--- src/rtl/div_unit_pkg.sv ---
// Shared definitions for the multi-cycle divider: bus widths, handshake
// values, the FSM state encoding and a magnitude helper.
package div_unit_pkg;

   localparam int RegBus       = 32;
   localparam int DoubleRegBus = 64;

   localparam logic DivResultReady    = 1'b1;
   localparam logic DivResultNotReady = 1'b0;
   localparam logic DivStart          = 1'b1;
   localparam logic DivStop           = 1'b0;

   typedef enum logic [1:0] {
      DivFree   = 2'b00,
      DivByZero = 2'b01,
      DivOn     = 2'b10,
      DivEnd    = 2'b11
   } div_state_e;

   // Two's-complement magnitude; only negates when the operation is signed.
   // 0x80000000 maps to itself, which is the correct unsigned magnitude 2^31.
   function automatic logic [RegBus-1:0] mag(input logic [RegBus-1:0] v,
                                             input logic              sgn);
      return (sgn && v[RegBus-1]) ? -v : v;
   endfunction

endpackage

--- src/rtl/div_step.sv ---
// One restoring-division step (combinational).
//   dividend_i : 65-bit working register {partial remainder, dividend/quotient bits, pad}
//   divisor_i  : divisor magnitude
//   dividend_o : working register after one quotient bit has been decided
module div_step
   import div_unit_pkg::*;
(
   input  logic [DoubleRegBus:0] dividend_i,
   input  logic [RegBus-1:0]     divisor_i,
   output logic [DoubleRegBus:0] dividend_o
);

   logic [RegBus:0] t;

   // Bit 32 of t is the borrow: set when the shifted partial remainder is
   // smaller than the divisor, so the quotient bit is 0 and nothing is subtracted.
   assign t = {1'b0, dividend_i[63:32]} - {1'b0, divisor_i};

   always_comb begin
      if (t[RegBus]) dividend_o = {dividend_i[63:0], 1'b0};
      else           dividend_o = {t[31:0], dividend_i[31:0], 1'b1};
   end

endmodule

--- src/rtl/div_unit.sv ---
// 32-bit DIV/DIVU unit, one quotient bit per cycle, for the execute stage.
//   clk, rst          : clock, asynchronous active-low reset
//   signed_div_i      : 1 = DIV, 0 = DIVU
//   opdata1_i/2_i     : dividend / divisor, sampled on an accepted start
//   start_i, annul_i  : request held until ready_o; flush abort
//   result_o          : {remainder, quotient}
//   ready_o           : result valid
// Build option: DIV_EARLY_OUT_EN finishes in one cycle when |op1| < |op2|.
module div_unit
   import div_unit_pkg::*;
(
   input  logic                    clk,
   input  logic                    rst,
   input  logic                    signed_div_i,
   input  logic [RegBus-1:0]       opdata1_i,
   input  logic [RegBus-1:0]       opdata2_i,
   input  logic                    start_i,
   input  logic                    annul_i,
   output logic [DoubleRegBus-1:0] result_o,
   output logic                    ready_o
);

   div_state_e              state_q, state_d;
   logic [5:0]              cnt_q, cnt_d;
   logic [DoubleRegBus:0]   dividend_q, dividend_d;
   logic [RegBus-1:0]       divisor_q, divisor_d;
   logic                    neg1_q, neg1_d;   // signed op and dividend negative
   logic                    neg2_q, neg2_d;   // signed op and divisor negative
   logic [DoubleRegBus-1:0] result_q, result_d;
   logic                    ready_q, ready_d;

   logic [RegBus-1:0]       mag1, mag2, quo_fix, rem_fix;
   logic [DoubleRegBus:0]   step_out;

   assign mag1 = mag(opdata1_i, signed_div_i);
   assign mag2 = mag(opdata2_i, signed_div_i);

   // Truncating division: quotient sign is the xor of operand signs,
   // remainder follows the dividend.
   assign quo_fix = (neg1_q ^ neg2_q) ? -dividend_q[31:0]  : dividend_q[31:0];
   assign rem_fix = neg1_q            ? -dividend_q[64:33] : dividend_q[64:33];

   div_step u_step (
      .dividend_i (dividend_q),
      .divisor_i  (divisor_q),
      .dividend_o (step_out)
   );

   always_comb begin
      state_d    = state_q;
      cnt_d      = cnt_q;
      dividend_d = dividend_q;
      divisor_d  = divisor_q;
      neg1_d     = neg1_q;
      neg2_d     = neg2_q;
      result_d   = result_q;
      ready_d    = ready_q;
      case (state_q)
         DivFree: begin
            if (start_i == DivStart && !annul_i) begin
               neg1_d    = signed_div_i & opdata1_i[31];
               neg2_d    = signed_div_i & opdata2_i[31];
               divisor_d = mag2;
               cnt_d     = 6'd0;
               if (opdata2_i == '0) begin
                  state_d = DivByZero;
               end
`ifdef DIV_EARLY_OUT_EN
               else if (mag1 < mag2) begin
                  // Quotient 0, remainder is the raw dividend (sign kept).
                  dividend_d = {opdata1_i, 1'b0, 32'h0};
                  result_d   = {opdata1_i, 32'h0};
                  ready_d    = DivResultReady;
                  state_d    = DivEnd;
               end
`endif
               else begin
                  dividend_d = {32'h0, mag1, 1'b0};
                  state_d    = DivOn;
               end
            end
         end
         DivByZero: begin
            if (annul_i) begin
               state_d  = DivFree;
               result_d = '0;
               ready_d  = DivResultNotReady;
            end else begin
               dividend_d = '0;
               state_d    = DivEnd;
            end
         end
         DivOn: begin
            if (annul_i) begin
               state_d  = DivFree;
               cnt_d    = 6'd0;
               result_d = '0;
               ready_d  = DivResultNotReady;
            end else if (cnt_q != 6'd32) begin
               dividend_d = step_out;
               cnt_d      = cnt_q + 6'd1;
            end else begin
               // Keep the fixed-up result in the working register so DivEnd
               // can keep presenting it.
               dividend_d = {rem_fix, 1'b0, quo_fix};
               result_d   = {rem_fix, quo_fix};
               ready_d    = DivResultReady;
               cnt_d      = 6'd0;
               state_d    = DivEnd;
            end
         end
         DivEnd: begin
            if (annul_i || start_i == DivStop) begin
               state_d  = DivFree;
               result_d = '0;
               ready_d  = DivResultNotReady;
            end else begin
               result_d = {dividend_q[64:33], dividend_q[31:0]};
               ready_d  = DivResultReady;
            end
         end
         default: state_d = DivFree;
      endcase
   end

   always_ff @(posedge clk or negedge rst) begin
      if (!rst) begin
         state_q    <= DivFree;
         cnt_q      <= 6'd0;
         dividend_q <= '0;
         divisor_q  <= '0;
         neg1_q     <= 1'b0;
         neg2_q     <= 1'b0;
         result_q   <= '0;
         ready_q    <= DivResultNotReady;
      end else begin
         state_q    <= state_d;
         cnt_q      <= cnt_d;
         dividend_q <= dividend_d;
         divisor_q  <= divisor_d;
         neg1_q     <= neg1_d;
         neg2_q     <= neg2_d;
         result_q   <= result_d;
         ready_q    <= ready_d;
      end
   end

   assign result_o = result_q;
   assign ready_o  = ready_q;

endmodule
--- config.mk ---
export PLATFORM = sky130hd
export DESIGN_NAME = div_unit
export DESIGN_NICKNAME = d
export VERILOG_FILES = /design/src/rtl/div_unit_pkg.sv /design/src/rtl/div_step.sv /design/src/rtl/div_unit.sv
export SDC_FILE = /design/constraint.sdc
export NUM_CORES = 1
export LEC_CHECK = 0
export CELL_PAD_IN_SITES_DETAIL_PLACEMENT = 2
export CELL_PAD_IN_SITES_GLOBAL_PLACEMENT = 2
export CORE_AREA = 2 2 192 194
export DETAILED_ROUTE_END_ITERATION = 6
export DIE_AREA = 0 0 194 196
export PLACE_DENSITY = 0.9
export SYNTH_ARGS = -nofsm -noshare
export SYNTH_HDL_FRONTEND = slang
export SYNTH_SLANG_ARGS = --single-unit
--- constraint.sdc ---
create_clock -name clk -period 7.97 [get_ports clk]
set_input_delay 1.594 -clock clk [delete_from_list [all_inputs] [get_ports clk]]
set_output_delay 1.594 -clock clk [all_outputs]
set_load 0.1 [all_outputs]
# Word-level counts from Yosys, hierarchy flattened
# Index checks and enable logic that the tools add are counted.
# Widths: inputs -> output; s select.
[classes]
add_sub_neg = 6
eq_ne = 11
mux = 32
bitwise = 4
n_reduce_logical = 15
[op_table]
columns = ["cell", "n"]
rows = [
  ["$mux 65", 6],
  ["$mux 64", 4],
  ["$pmux 65 s3", 1],
  ["$pmux 64 s3", 1],
  ["$mux 32", 4],
  ["$neg 32->32", 4],
  ["$sub 32x32->33", 1],
  ["$logic_not 32->1", 1],
  ["$mux 6", 3],
  ["$mux 2", 6],
  ["$ne 2x2->1 const B", 6],
  ["$pmux 6 s2", 1],
  ["$pmux 2 s4", 1],
  ["$add 6x1->6 const B", 1],
  ["$ne 6x6->1 const B", 1],
  ["$reduce_and 3->1", 2],
  ["$reduce_bool 3->1", 2],
  ["$reduce_and 5->1", 1],
  ["$eq 2x2->1 const B", 2],
  ["$mux 1", 4],
  ["$reduce_and 2->1", 2],
  ["$logic_and 1x1->1", 3],
  ["$ne 3x3->1 const B", 1],
  ["$pmux 1 s3", 1],
  ["other kinds (8)", 9],
]
[totals]
register_bits = 172
input_bits = 69
output_inout_bits = 65
wordCells = 76

# Logic depth before layout (Yosys ltp)
[logic_depth]
depth_word = 5
mapped_depth = 13
depth_no_buf = 12

# Hierarchy
# Synthesis repeated with hierarchy kept, for this count alone.
[hier_totals]
hier_cells = 1766
hier_area_um2 = 13716.9
[modules_own_cells]
columns = ["mod", "instances", "cells_each", "area_per_inst_um2", "seq_area_each_um2"]
rows = [
  ["div_unit", 1, 1433, 11447.2, 4304.1],
  ["div_step", 1, 333, 2269.7, 0.0],
]

# Worst setup path after synthesis
# Ideal clock, no wire load.
[synth_timing]
path_type = "input to register"
startpoint = "in opdata2_i[26]"
endpoint = "reg dividend_q[59]"
setup_ps = 132
t_arrival_ps = 3689
t_required_ps = 7838
path_slack_ps = 4149
path_stages = 11
cell_sequence = "or4_4 or3_4 nor4_4 o21a_1 buf_4 nor2_4 nand2_4 buf_6 o21ai_1 a221oi_1 o21ai_1"
[synth_via]
elab_chain_cells = 3
[synth_lines]
columns = ["item", "line", "rtl"]
rows = [
  ["start, declared", "div_unit.sv:16", "input logic [RegBus-1:0] opdata2_i,"],
  ["$logic_not 32->1", "div_unit.sv:65", "if (opdata2_i == '0) begin"],
  ["$ne 2x2->1 (no line)", "-", ""],
  ["$reduce_and 5->1 (no line)", "-", ""],
  ["end signal, assigned", "div_unit.sv:139", "dividend_q <= dividend_d;"],
  ["end, declared", "div_unit.sv:25", "logic [DoubleRegBus:0] dividend_q, dividend_d;"],
]
# No other way between the ends.
# A chain may end at the register's enable or synchronous reset.

# Worst setup path in the final report
[layout_timing]
startpoint = "in opdata2_i[6]"
endpoint = "reg dividend_q[50]"
# The elaborated chain is that of the path after synthesis.

==> results.json <==
{
  "port_buffers": 133,
  "synthMuxAreaShare_pct": 0.544,
  "placeableCoreArea_um2": 36100,
  "synth-seq-cells": 172,
  "cts_buffers": 17,
  "drt-pass1-iter-count": 7,
  "grt_pass1_vias": 15200,
  "boundaryPins": 134,
  "wire_per_inst_um": 24.0,
  "drive_above_1_share_pct": 4.43,
  "synth_ff_type": "dfrtp_1",
  "crit_path_start_kind": "input port",
  "power_density_nw_per_um2": 343,
  "h-tree-depth": 4,
  "first_iter_violations": 805,
  "synth_edf_count": 0,
  "rsz0062_at_grt": "no",
  "maxCapViolations": 0,
  "required_ns": 8.30,
  "p_leak_nw": 6.27,
  "synth_xor_area_share_pct": 6.41,
  "gr-usage-met2_pct": 50.1,
  "instances_no_fill": 2251,
  "cp_slowest_cell": "or3b_1",
  "track_usage_pct": 28.7,
  "clkSlewWorstSetupHoldPaths_ns": 0.07,
  "antenna_found_initial": 0,
  "crit_path_max_fanout": 32,
  "maxSlewHeadroom_pct": 24.0,
  "clk-insertion-delay-late_ns": 0.47,
  "finalCritPeriodShare_pct": 63.9,
  "synth_adder_area_share_pct": 4.26,
  "netlist_area_um2": 13100,
  "post_cts_buffers": 0,
  "ff_latch_area_um2": 4300,
  "final_common_cell": "o21ai_0",
  "dp_hpwl_um": 38200,
  "cts_buffer_depth": 2,
  "drt-total-wl_um": 54100,
  "area_growth_pct": 17.0,
  "use_met1_pct": 35.0,
  "dieArea_um2": 38000,
  "fillerInstances": 4148,
  "dp_cells": 2219,
  "top_usage_layer": "met2",
  "cpMostUsedCell": "o21ai_1",
  "synthArstFlopShare_pct": 100,
  "worstPathArrival_ns": 5.42,
  "die_h_um": 196,
  "postCtsHoldBufs": 0,
  "overflow": 0,
  "vias_per_cell": 6.17,
  "synth_compound_area_share_pct": 29.7,
  "start_util_pct": 36.3,
  "outcome": "finished, final reports clean",
  "row_count": 70,
  "crit_type": "in -> reg",
  "grt_use_met3_pct": 3.40,
  "synth-simple-area-share_pct": 20.8,
  "grt_pass1_wl_um": 87200,
  "peakVddDrop_uv": 300,
  "slowest_delay_ns": 0.54,
  "ys_seq_area_share_pct": 32.8,
  "ctsRootBufferMaster": "clkbuf_16",
  "synth.distinct_cells": 77,
  "fin_util_pct": 42.5,
  "cts_resized": 0,
  "setup_viol": 0,
  "insertedDiodeCount": 0,
  "final.setup.tns_ns": 0,
  "grt_max_degree": 87,
  "multiInputGateArea_um2": 8150,
  "worst_pin_slew_ns": 1.14,
  "slew_violations": 0,
  "drc": 0,
  "min_period_ns": 5.09,
  "hold-worst-slack_ns": 0.483,
  "crit_path_end_kind": "flop",
  "crit_path_cell_trace": "clkdlybuf4s50_1, nor4_1, or3b_1, nor4_4, o21a_1, buf_4, nor2_4, nand2_4, o21ai_1, a221oi_1, o21ai_1",
  "cts_tree": "built",
  "hold_viol_final": 0,
  "nets": 1883,
  "yosys_warnings": 0,
  "die_w_um": 194,
  "synth_top_family_by_area": "compound AO/OA/AOI/OAI gates",
  "cts.sinks": 172,
  "synthCells": 1723,
  "globalplace.congestion": 0.848,
  "ant_nets": 0,
  "hp-class": "reg -> reg",
  "synth_area_per_cell_um2": 7.61,
  "synth_nets": 1836,
  "final_cell_mix": "277 x o21ai_0, 229 x nand2_1, 172 x dfrtp_1",
  "vias": 13900,
  "fin_skew_ns": 0.0147,
  "max_freq_ghz": 0.196
}
## synthesized netlist by cell type (all sizes together) (7+ instances only)
cell type	count	share of area (%)
o21ai	293	11
nand2	232	6.7
dfrtp	172	33
nor2	150	4.4
a21oi	129	5.0
clkbuf	104	3.0
inv	61	1.7
nor3	53	2.0
xnor2	53	3.5
a22oi	47	2.7
ha	43	4.1
xor2	43	2.9
nor4	25	1.6
nand3	19	0.73
and2	18	0.86
buf	17	0.67
o221ai	17	1.1
o31ai	17	0.97
or3	17	0.85
a31oi	15	0.72
nand2b	14	0.67
o21a	14	0.80
o211ai	12	0.69
a22o	11	0.73
o41ai	11	0.99
o22ai	10	0.48
a221oi	8	0.53
and3	8	0.38
nor2b	8	0.38
a211oi	7	0.40
nand4	7	0.33
## flip-flops by register name (all words and copies together) (netlist names)
name and flops:
neg2_q 1, dividend_q 65, state_q 2, neg1_q 1
cnt_q 6, divisor_q 32, ready_o 1, result_o 64
## final timing paths
| kind | slack [ns] | startpoint | endpoint | cells past startpoint |
|---|---|---|---|---|
| worst min-delay path | 0.48 | result_o[13]$_DFFE_PN0P_ | result_o[13]$_DFFE_PN0P_ | 2 |
| worst max register to register | 3.67 | cnt_q[1]$_DFFE_PN0P_ | result_o[29]$_DFFE_PN0P_ | 13 |
| min in group asynchronous | 1.05 | rst | dividend_q[26]$_DFFE_PN0P_ | 1 |
| max in group asynchronous | 5.63 | rst | divisor_q[6]$_DFFE_PN0P_ | 2 |
| worst max-delay path | 2.88 | opdata2_i[6] | dividend_q[50]$_DFFE_PN0P_ | 11 |
| worst min register to register | 0.48 | result_o[13]$_DFFE_PN0P_ | result_o[13]$_DFFE_PN0P_ | 2 |
## layer usage
layer  up-vias  routed length, um
li1       6282                  -
met1      7114              22700
met2       379              26900
met3       113               2040
met4         0               2390
met5         -                  0
## worst max-delay path, delay by kind of cell
family,cells,cell delay (ns)
compound gates,4,0.77
buf+inv,2,0.85
simple gates,5,2.17
## cell families (layout without fill, tap and decap cells)
kind of cell / Yosys count / after routing
xor gates and xnor gates: 96 / 96
AOI/OAI and AO/OA: 642 / 642
buffers and inverters: 182 / 242
muxes: 7 / 7
adders and majority gates: 44 / 44
DFF: 172 / 172
and+or+nand+nor: 580 / 580
## where the power goes
part / internal (W) / switching (W)
Sequential: 0.00110 / 0.000285
Combinational: 0.000841 / 0.00210
Clock: 0.000528 / 0.000397
## final cells by class
class / count / area share (%)
Sequential cell: 172 / 28.1
Inverter: 61 / 1.49
Multi-Input combinational cell: 1369 / 53.1
Clock inverter: 9 / 0.881
Clock buffer: 23 / 3.18
Timing Repair Buffer: 149 / 9.47
Tap cell: 468 / 3.82
## per-stage QoR
step / worst slack [ns] / power [W] / cell area (um2)
5_1_grt: 2.65 / 0.00559 / 15300
3_3_place_gp: 2.67 / 0.00409 / 14700
6_report: 2.88 / 0.00526 / 15300
2_1_floorplan: 4.15 / 0.00337 / 13100
3_5_place_dp: 2.43 / 0.00427 / 14700
4_1_cts: 2.92 / 0.00525 / 15300
Note: power is estimated with default switching activity, not from simulation.
